<file path="config.mk">
export PLATFORM = sky130hd
export DESIGN_NAME = wb_timer
export DESIGN_NICKNAME = d
export VERILOG_FILES = /design/src/rtl/wb_timer.sv
export SDC_FILE = /design/constraint.sdc
export NUM_CORES = 1
export LEC_CHECK = 0
export BUFFER_PORTS_ARGS = -buffer_cell sky130_fd_sc_hd__buf_2
export CORE_AREA = 2 2 142 144
export CTS_BUF_LIST = sky130_fd_sc_hd__clkbuf_4 sky130_fd_sc_hd__clkbuf_8 sky130_fd_sc_hd__clkbuf_16
export CTS_CLUSTER_SIZE = 40
export DETAILED_ROUTE_END_ITERATION = 16
export DIE_AREA = 0 0 144 146
export PLACE_DENSITY_LB_ADDON = 0.25
export RECOVER_POWER = 50
export SYNTH_ARGS = -nofsm -noshare
export SYNTH_HDL_FRONTEND = slang
export SYNTH_SLANG_ARGS = --single-unit
</file>
<file path="constraint.sdc">
create_clock -name wb_clk_i -period 7.1 [get_ports wb_clk_i]
set_clock_uncertainty 0.15 [all_clocks]
set_input_delay 0.355 -clock wb_clk_i [delete_from_list [all_inputs] [get_ports wb_clk_i]]
set_output_delay 0.355 -clock wb_clk_i [all_outputs]
set_load 0.005 [all_outputs]
</file>
<file path="src/rtl/wb_timer.sv">
// Wishbone timer/counter: 32-bit up/down count with prescaler, reload, sticky expiry flag and level irq.
// Ack is registered one cycle after the request and never stalls; back-to-back requests complete every 2 cycles.
module wb_timer #(
  parameter int AW  = 32,
  parameter int PSW = 8
) (
  input  logic          wb_clk_i,
  input  logic          wb_rst_i,
  input  logic          wb_cyc_i,
  input  logic          wb_stb_i,
  input  logic          wb_we_i,
  input  logic [3:0]    wb_sel_i,
  input  logic [AW-1:0] wb_adr_i,
  input  logic [31:0]   wb_dat_i,
  output logic [31:0]   wb_dat_o,
  output logic          wb_ack_o,
  output logic          irq_o
);

  logic           en, oneshot, up, irq_en, exp_flag;
  logic [PSW-1:0] prescale, pc;
  logic [31:0]    value, reload;

  logic           en_n, oneshot_n, up_n, irq_en_n, exp_n;
  logic [PSW-1:0] prescale_n, pc_n;
  logic [31:0]    value_n, reload_n;

  logic           req, wr, wr_value, tick, hit, expire;
  logic [1:0]     adr;
  logic [31:0]    cfg_rd, rd_dat;
  logic           unused_adr;

  assign req      = wb_cyc_i & wb_stb_i & ~wb_ack_o;
  assign wr       = req & wb_we_i;
  assign adr      = wb_adr_i[3:2];
  assign wr_value = wr && (adr == 2'd1);
  assign tick     = en && (pc == prescale);
  assign hit      = up ? (value == reload) : (value == 32'd0);
  // A bus write to VALUE pre-empts the count, so it also suppresses expiry.
  assign expire   = tick && hit && !wr_value;
  assign irq_o    = exp_flag & irq_en;
  assign unused_adr = ^{wb_adr_i[AW-1:4], wb_adr_i[1:0]};

  function automatic logic [31:0] lane_merge(input logic [31:0] old_v,
                                             input logic [31:0] new_v,
                                             input logic [3:0]  sel);
    logic [31:0] r;
    r = old_v;
    for (int i = 0; i < 4; i++)
      if (sel[i]) r[8*i +: 8] = new_v[8*i +: 8];
    return r;
  endfunction

  always_comb begin
    cfg_rd = '0;
    cfg_rd[0] = en;
    cfg_rd[1] = oneshot;
    cfg_rd[2] = up;
    cfg_rd[3] = irq_en;
    cfg_rd[8 +: PSW] = prescale;
    case (adr)
      2'd0:    rd_dat = cfg_rd;
      2'd1:    rd_dat = value;
      2'd2:    rd_dat = reload;
      default: rd_dat = {31'd0, exp_flag};
    endcase
  end

  always_comb begin
    en_n       = en;
    oneshot_n  = oneshot;
    up_n       = up;
    irq_en_n   = irq_en;
    prescale_n = prescale;
    value_n    = value;
    reload_n   = reload;
    exp_n      = exp_flag;

    if (wr_value)
      value_n = lane_merge(value, wb_dat_i, wb_sel_i);
    else if (tick) begin
      if (up)
        value_n = hit ? 32'd0 : value + 32'd1;
      else
        value_n = hit ? reload : value - 32'd1;
    end

    if (expire && oneshot) en_n = 1'b0;
    // Bus bytes override the oneshot auto-disable on the same edge.
    if (wr && adr == 2'd0 && wb_sel_i[0]) begin
      en_n      = wb_dat_i[0];
      oneshot_n = wb_dat_i[1];
      up_n      = wb_dat_i[2];
      irq_en_n  = wb_dat_i[3];
    end
    if (wr && adr == 2'd0 && wb_sel_i[1]) prescale_n = wb_dat_i[8 +: PSW];
    if (wr && adr == 2'd2) reload_n = lane_merge(reload, wb_dat_i, wb_sel_i);
    if (wr && adr == 2'd3 && wb_sel_i[0] && wb_dat_i[0]) exp_n = 1'b0;
    if (expire) exp_n = 1'b1;

    // pc sits at 0 whenever disabled, so a 0->1 enable always restarts from 0.
    pc_n = (!en || !en_n || tick) ? '0 : pc + 1'b1;
  end

  always_ff @(posedge wb_clk_i or posedge wb_rst_i) begin
    if (wb_rst_i) begin
      en       <= 1'b0;
      oneshot  <= 1'b0;
      up       <= 1'b0;
      irq_en   <= 1'b0;
      prescale <= '0;
      pc       <= '0;
      value    <= '0;
      reload   <= '0;
      exp_flag <= 1'b0;
      wb_ack_o <= 1'b0;
      wb_dat_o <= '0;
    end else begin
      en       <= en_n;
      oneshot  <= oneshot_n;
      up       <= up_n;
      irq_en   <= irq_en_n;
      prescale <= prescale_n;
      pc       <= pc_n;
      value    <= value_n;
      reload   <= reload_n;
      exp_flag <= exp_n;
      wb_ack_o <= req;
      if (req && !wb_we_i) wb_dat_o <= rd_dat;
    end
  end

endmodule
</file>
==> impl_metrics.yaml, run 1 <==
placement:
  io_buffer_count: 76
  hpwl_um: 15500
  place_area_um2: 8110
  gp_congestion: 0.905
routing:
  wl_per_cell_um: 19.9
  viasPerCell: 5.82
  route.detailed.drc: 0
  met1Wirelength_um: 10800
  drt-total-wl_um: 22700
  wl_met3_um: 1230
  drt_iter0_drc: 550
  wl_met2_um: 10300
  highest_layer: "met4"
  postRouteAntennaNets: 0
  drtPass1Iterations: 5
  num_vias: 6637
worst_setup_path:
  crit_type: "reg -> reg"
  ff2ff_setup_slack_ns: 2.91
  crit_fanout: 25
  worstSetupEndpointType: "flop"
  reg2reg_to: "en"
  cp.arrival_ns: 4.34
  timing.rr.start: "value[0]"
  reg2regPathDepth: 9
  crit_path_start_kind: "flop"
  worstPathRequired_ns: 7.25
timing:
  setup_viol_count_final: 0
  post-route-period-util: 0.590
  finalSetupTns_ns: 0
  period_needed_ns: 4.19
  worst_pin_slew_ns: 2.74
  whs_ns: 0.0217
  finalHoldViolCount: 0
  slew_violations: 105
  relSlewSlack: -0.824
  max_freq_mhz: 239
  rsz0062_at_grt: "false"
layout:
  drive_gt1_frac: 0.188
  layout_commonest_cell: "dfrtp_1"
  num_antenna_cells: 0
  num-nets-final: 942
  final_cell_mix: "118 x dfrtp_1, 103 x nor2_1, 66 x buf_2"
  fin_area_um2: 8680
  area_delta_synth_final_pct: 13.1
  final_core_util: 0.449
clock_network:
  clkTransAtPathRegs_ns: 0.06
  cts_made_buffers: 17
  cts_resized: 0
  cts_sinks: 118
  clk_latency_ns: 0.42
  holdBufCountCts: 1
  post-cts-setup-buffers: 0
  cts_root_buf: "clkbuf_16"
  cts_max_level: 4
  cts_tree: "yes"
  clockBufferDepth: 2
synthesis:
  synth_cell_types: 62
  yosysTopAreaCell: "dfrtp_1"
  synthFlopType: "dfrtp_1"
  synth-async-reset-ratio: 1.00
  ys_seq_area_frac: 0.385
  yosysWarningCount: 0
  synthCells: 839
  synth_seq_cells: 118
  syn_area_um2: 7680
  avgSynthCellArea_um2: 9.15
  synth-edff-count: 0
  synth_top_area_frac: 0.385
  yosys-top-cells-area: "dfrtp_1 38%, xor2_1 6.7%, mux2_2 6.6%, nor2_1 5.0%, a21oi_1 3.5%"
  synth_fp_nets: 916
power_and_ir_drop:
  comb_power_share: 0.319
  peakVddDrop_v: 0.000187
  power.share.switching: 0.384
  p_leak_uw: 0.00376
  intPower_uw: 1870
  power_frac_seq: 0.397
  p_per_area_nw_per_um2: 350
  power_switching_uw: 1160
  power_frac_clock: 0.284
  p_total_uw: 3040
outcome:
  failed_checks: "capacitance limit, slew limit"
  status: "finished, violations left"
grt:
  antenna_found_initial: 0
  gr-total-overflow: 0
  grtUsageTotal: 0.225
  grt_first_pass_wirelength_um: 36700
  grt_max_degree: 80
  first_global_vias: 6507
die:
  fp.coreArea_um2: 19300
  ioPinCount: 107
  rows: 51
  die_area_um2: 21000
  die_y_um: 146
  die_x_um: 144
  start_util: 0.397
min_path:
  hold_end: "value[22]"
  holdPathStages: 3
  hp-class: "in -> reg"
  holdCritStartpoint: "wb_dat_i[22]"
flow_run:
  drv_cap: 2
## worst max-delay path, cell delays in order (launching register included)
cell      delay [ns]
dfrtp_1         0.51
inv_1           0.14
ha_1            0.14
or4b_2          0.66
or2_1           0.34
nand4b_1        0.95
buf_4           0.58
nand2b_1        0.18
a41oi_1         0.12
mux2_2          0.29
## metrics by stage
stage          worst slack [ns]  std cells
2_1_floorplan              3.47        839
3_3_place_gp               3.03       1110
3_5_place_dp               3.01       1110
4_1_cts                    2.98       1141
5_1_grt                    2.65       1141
6_report                   2.91       1141
## worst max path at each step
stage	from	end	slack (ns)	depth (start not counted)
floorplan	wb_rst_i	en	3.47	1
global placement	value[0]	en	3.03	9
detailed placement	value[0]	en	3.01	9
CTS	value[0]	en	2.98	9
global route	value[0]	en	2.65	9
finish	value[0]	en	2.91	9
## routing by layer
layer	vias to the layer above	global-route usage
li1	3106	-
met1	3304	0.328
met2	199	0.337
met3	28	0.0454
met4	0	0.0632
met5	-	0
## power by group through the flow
stage               clock network [uW]  registers [uW]  logic, uW
floorplan                            0             967        925
global placement                     0            1200        949
detailed placement                   0            1210        959
CTS                                876            1200        971
global route                       909            1240       1080
finish                             861            1210        968
## cells by family after synthesis
kind of cell / after synthesis / share of synthesized area
AO/OA/AOI/OAI: 191 / 0.172
XOR/XNOR: 89 / 0.102
adder cells (fa/ha/maj): 4 / 0.00652
buffers and inverters: 91 / 0.0540
flip-flops: 118 / 0.385
multiplexers: 68 / 0.0976
AND/OR/NAND/NOR: 278 / 0.183
## registers in the layout (all words and copies together) (netlist names)
signal and cells:
oneshot 1, up 1, wb_ack_o 1, exp_flag 1, prescale 8, pc 8
value 32, wb_dat_o 32, reload 32, en 1, irq_en 1
## cell type report
type | instances | area, um2
Clock inverter | 8 | 98.8
Inverter | 11 | 42.5
Multi-Input combinational cell | 630 | 4320
Fill cell | 1912 | 10700
Sequential cell | 118 | 2950
Timing Repair Buffer | 87 | 449
Clock buffer | 22 | 488
Tap cell | 265 | 332
## synthesized netlist by cell type, types with 3 or more instances
master and instances:
nor4_1 21, a21oi_1 54, inv_1 11, xnor2_1 30, o31ai_1 8, a31o_2 3, o22ai_1 10, o31a_1 6
o211ai_1 5, nand4_1 17, clkbuf_1 58, buf_2 13, a22oi_1 20, mux2i_1 22, mux2_2 45, nand2b_1 6
nor3_1 19, and4_1 5, nand2_1 41, and2_1 7, a211oi_1 12, nor2_1 103, dfrtp_1 118, a41oi_1 4
nor2b_1 3, ha_1 4, and3_1 11, o311ai_0 3, xor2_1 59, o21ai_0 18, or3_1 3, buf_6 7
a2bb2oi_1 11, o32a_1 5, a22o_1 4, a211o_1 9, nand3_1 23, o41ai_1 4, o21a_1 4, or4_1 7
(Power assumes the default switching activity.)
==> run 2, diff against run 1 <==
ABC_AREA = 1   (was not set)
CORE_AREA = 2 2 148 150   (was 2 2 142 144)
DIE_AREA = 0 0 150 152   (was 0 0 144 146)
clock period = 4.2 ns   (was 7.1 ns; I/O delays follow)
==> impl_metrics.yaml, run 2 <==
timing:
  finalHoldViolCount: 0
  relSlewSlack: -0.632
  period_needed_ns: 2.85
  post-route-period-util: 0.679
  setup_viol_count_final: 0
  worst_pin_slew_ns: 2.45
  fin_ws_ns: 1.35
  slew_violations: 64
  rsz0062_at_grt: "false"
  finalSetupTns_ns: 0
  max_freq_mhz: 351
placement:
  io_buffer_count: 76
  dp_slack_ns: 1.47
  hpwl_um: 19200
  gp_congestion: 0.963
  place_area_um2: 8870
layout:
  num_antenna_cells: 0
  final_core_util: 0.461
  area_delta_synth_final_pct: 17.6
  reg_top3: "reload x32, value x32, wb_dat_o x32"
  final_cell_mix: "427 x nand2_1, 148 x inv_1, 118 x dfrtp_1"
  drive_gt1_frac: 0.114
  layout_commonest_cell: "nand2_1"
  fin_area_um2: 9840
  num-nets-final: 1429
clock_network:
  cts_max_level: 4
  cts_tree: "yes"
  clkTransAtPathRegs_ns: 0.07
  cts_resized: 0
  cts_sinks: 118
  cts_made_buffers: 17
  clk_latency_ns: 0.44
  clockBufferDepth: 2
  cts_root_buf: "clkbuf_16"
synthesis:
  ys_seq_area_frac: 0.353
  synth_fp_nets: 1345
  yosysWarningCount: 0
  synth_seq_cells: 118
  yosys-top-cells-count: "427 x nand2_1, 148 x inv_1, 118 x dfrtp_1"
  yosys-top-cells-area: "dfrtp_1 35%, nand2_1 19%, inv_1 6.6%, o21ai_0 6.5%, nand3_1 5.6%"
  yosysTopAreaCell: "dfrtp_1"
  synth-async-reset-ratio: 1.00
  synth-edff-count: 0
  synthCells: 1268
  avgSynthCellArea_um2: 6.60
  syn_area_um2: 8360
  synth_cell_types: 36
  synth.most_common_cell: "nand2_1"
  synthFlopType: "dfrtp_1"
  synth_top_area_frac: 0.353
grt:
  first_global_vias: 7943
  grtUsageTotal: 0.240
  grt_first_pass_wirelength_um: 43200
  grt_max_degree: 64
  antenna_found_initial: 0
  gr-total-overflow: 0
outcome:
  failed_checks: "capacitance limit, slew limit"
  status: "finished, violations left"
die:
  start_util: 0.392
  die_y_um: 152
  die_area_um2: 22800
  rows: 54
  die_x_um: 150
  fp.coreArea_um2: 21400
  ioPinCount: 107
routing:
  num_vias: 8379
  wl_met3_um: 1500
  route.detailed.drc: 0
  highest_layer: "met4"
  wl_per_cell_um: 16.1
  drt-total-wl_um: 26500
  drt_iter0_drc: 762
  drtPass1Iterations: 5
  met1Wirelength_um: 12600
  postRouteAntennaNets: 0
  wl_met2_um: 11800
  viasPerCell: 5.09
worst_setup_path:
  cp.arrival_ns: 3.00
  worstSetupEndpointType: "flop"
  crit_fanout: 16
  crit_path_start_kind: "input port"
  crit_type: "in -> reg"
  worstPathRequired_ns: 4.35
power_and_ir_drop:
  p_leak_uw: 0.00492
  peakVddDrop_v: 0.000234
  p_per_area_nw_per_um2: 583
flow_run:
  drv_cap: 1
min_path:
  hp-class: "in -> reg"
[run 2: cell count changes in the layout (fill, tap and decap cells not counted), moves of 17 or more]
cell | before | now
nand2_1 | 41 | 427
inv_1 | 10 | 148
o21ai_0 | 17 | 108
nand3_1 | 23 | 93
mux2_2 | 45 | 0
dlygate4sd3_1 | 1 | 36
a21oi_1 | 54 | 29
mux2i_1 | 22 | 0
xor2_1 | 59 | 37
a22oi_1 | 20 | 0
nor4_1 | 21 | 1
nor2_1 | 103 | 86
o22ai_1 | 10 | 27
[run 2: layout make-up]
cell class | instances | area (um2)
Clock buffer | 17 | 425
Clock inverter | 15 | 205
Fill cell | 2302 | 11500
Inverter | 158 | 593
Multi-Input combinational cell | 933 | 4490
Sequential cell | 118 | 2950
Tap cell | 280 | 350
Timing Repair Buffer | 124 | 817
[run 2: metal layers]
metal	vias up	GRT usage
met2	268	0.361
met3	30	0.0282
met5	-	0
li1	4196	-
met4	0	0.0881
met1	3885	0.354
[run 2: critical path, cell delays in order]
cell	delay [ns]
dlygate4sd3_1	0.52
buf_2	0.09
inv_1	0.03
nor3_1	0.29
nand2_1	0.23
nor2_1	0.75
nand2_1	0.58
nor2_1	0.24
a21oi_1	0.06
[run 2: power breakdown]
group | switching (uW) | internal, uW
registers | 520 | 1430
logic | 1370 | 809
clock network | 640 | 962
total | 2530 | 3200
[run 2: timing repair]
item / in CTS / in global routing
hold endpoints to repair: 114 / 0
hold buffers: 36 / 0
setup buffers: 0 / 0
[run 2: path summary, 6_finish.rpt]
check                              from           end  slack (ns)  cells after the start
max in group asynchronous      wb_rst_i     reload[9]        1.36                      4
min                         wb_sel_i[0]            en        0.02                      3
min in group asynchronous      wb_rst_i        irq_en        1.02                      3
max                            wb_stb_i    reload[31]        1.35                      9
max reg2reg                    wb_ack_o    reload[31]        1.36                      6
min reg2reg                wb_dat_o[17]  wb_dat_o[17]        0.32                      2
[run 2: kinds of logic after synthesis]
family | share of synthesized area
xor+xnor | 0.0639
fa+ha+maj | 0.00598
compound gates | 0.111
buf+inv | 0.109
simple gates | 0.357
flops | 0.353
[run 2: metrics by stage]
stage	hold WS [ns]	cells	total power, uW
detailed placement	0.275	1577	4080
floorplan	0.190	1268	3540
CTS	0.0101	1645	5720
finish	0.0206	1645	5730
global placement	0.279	1577	4050
global route	0.0212	1645	6150
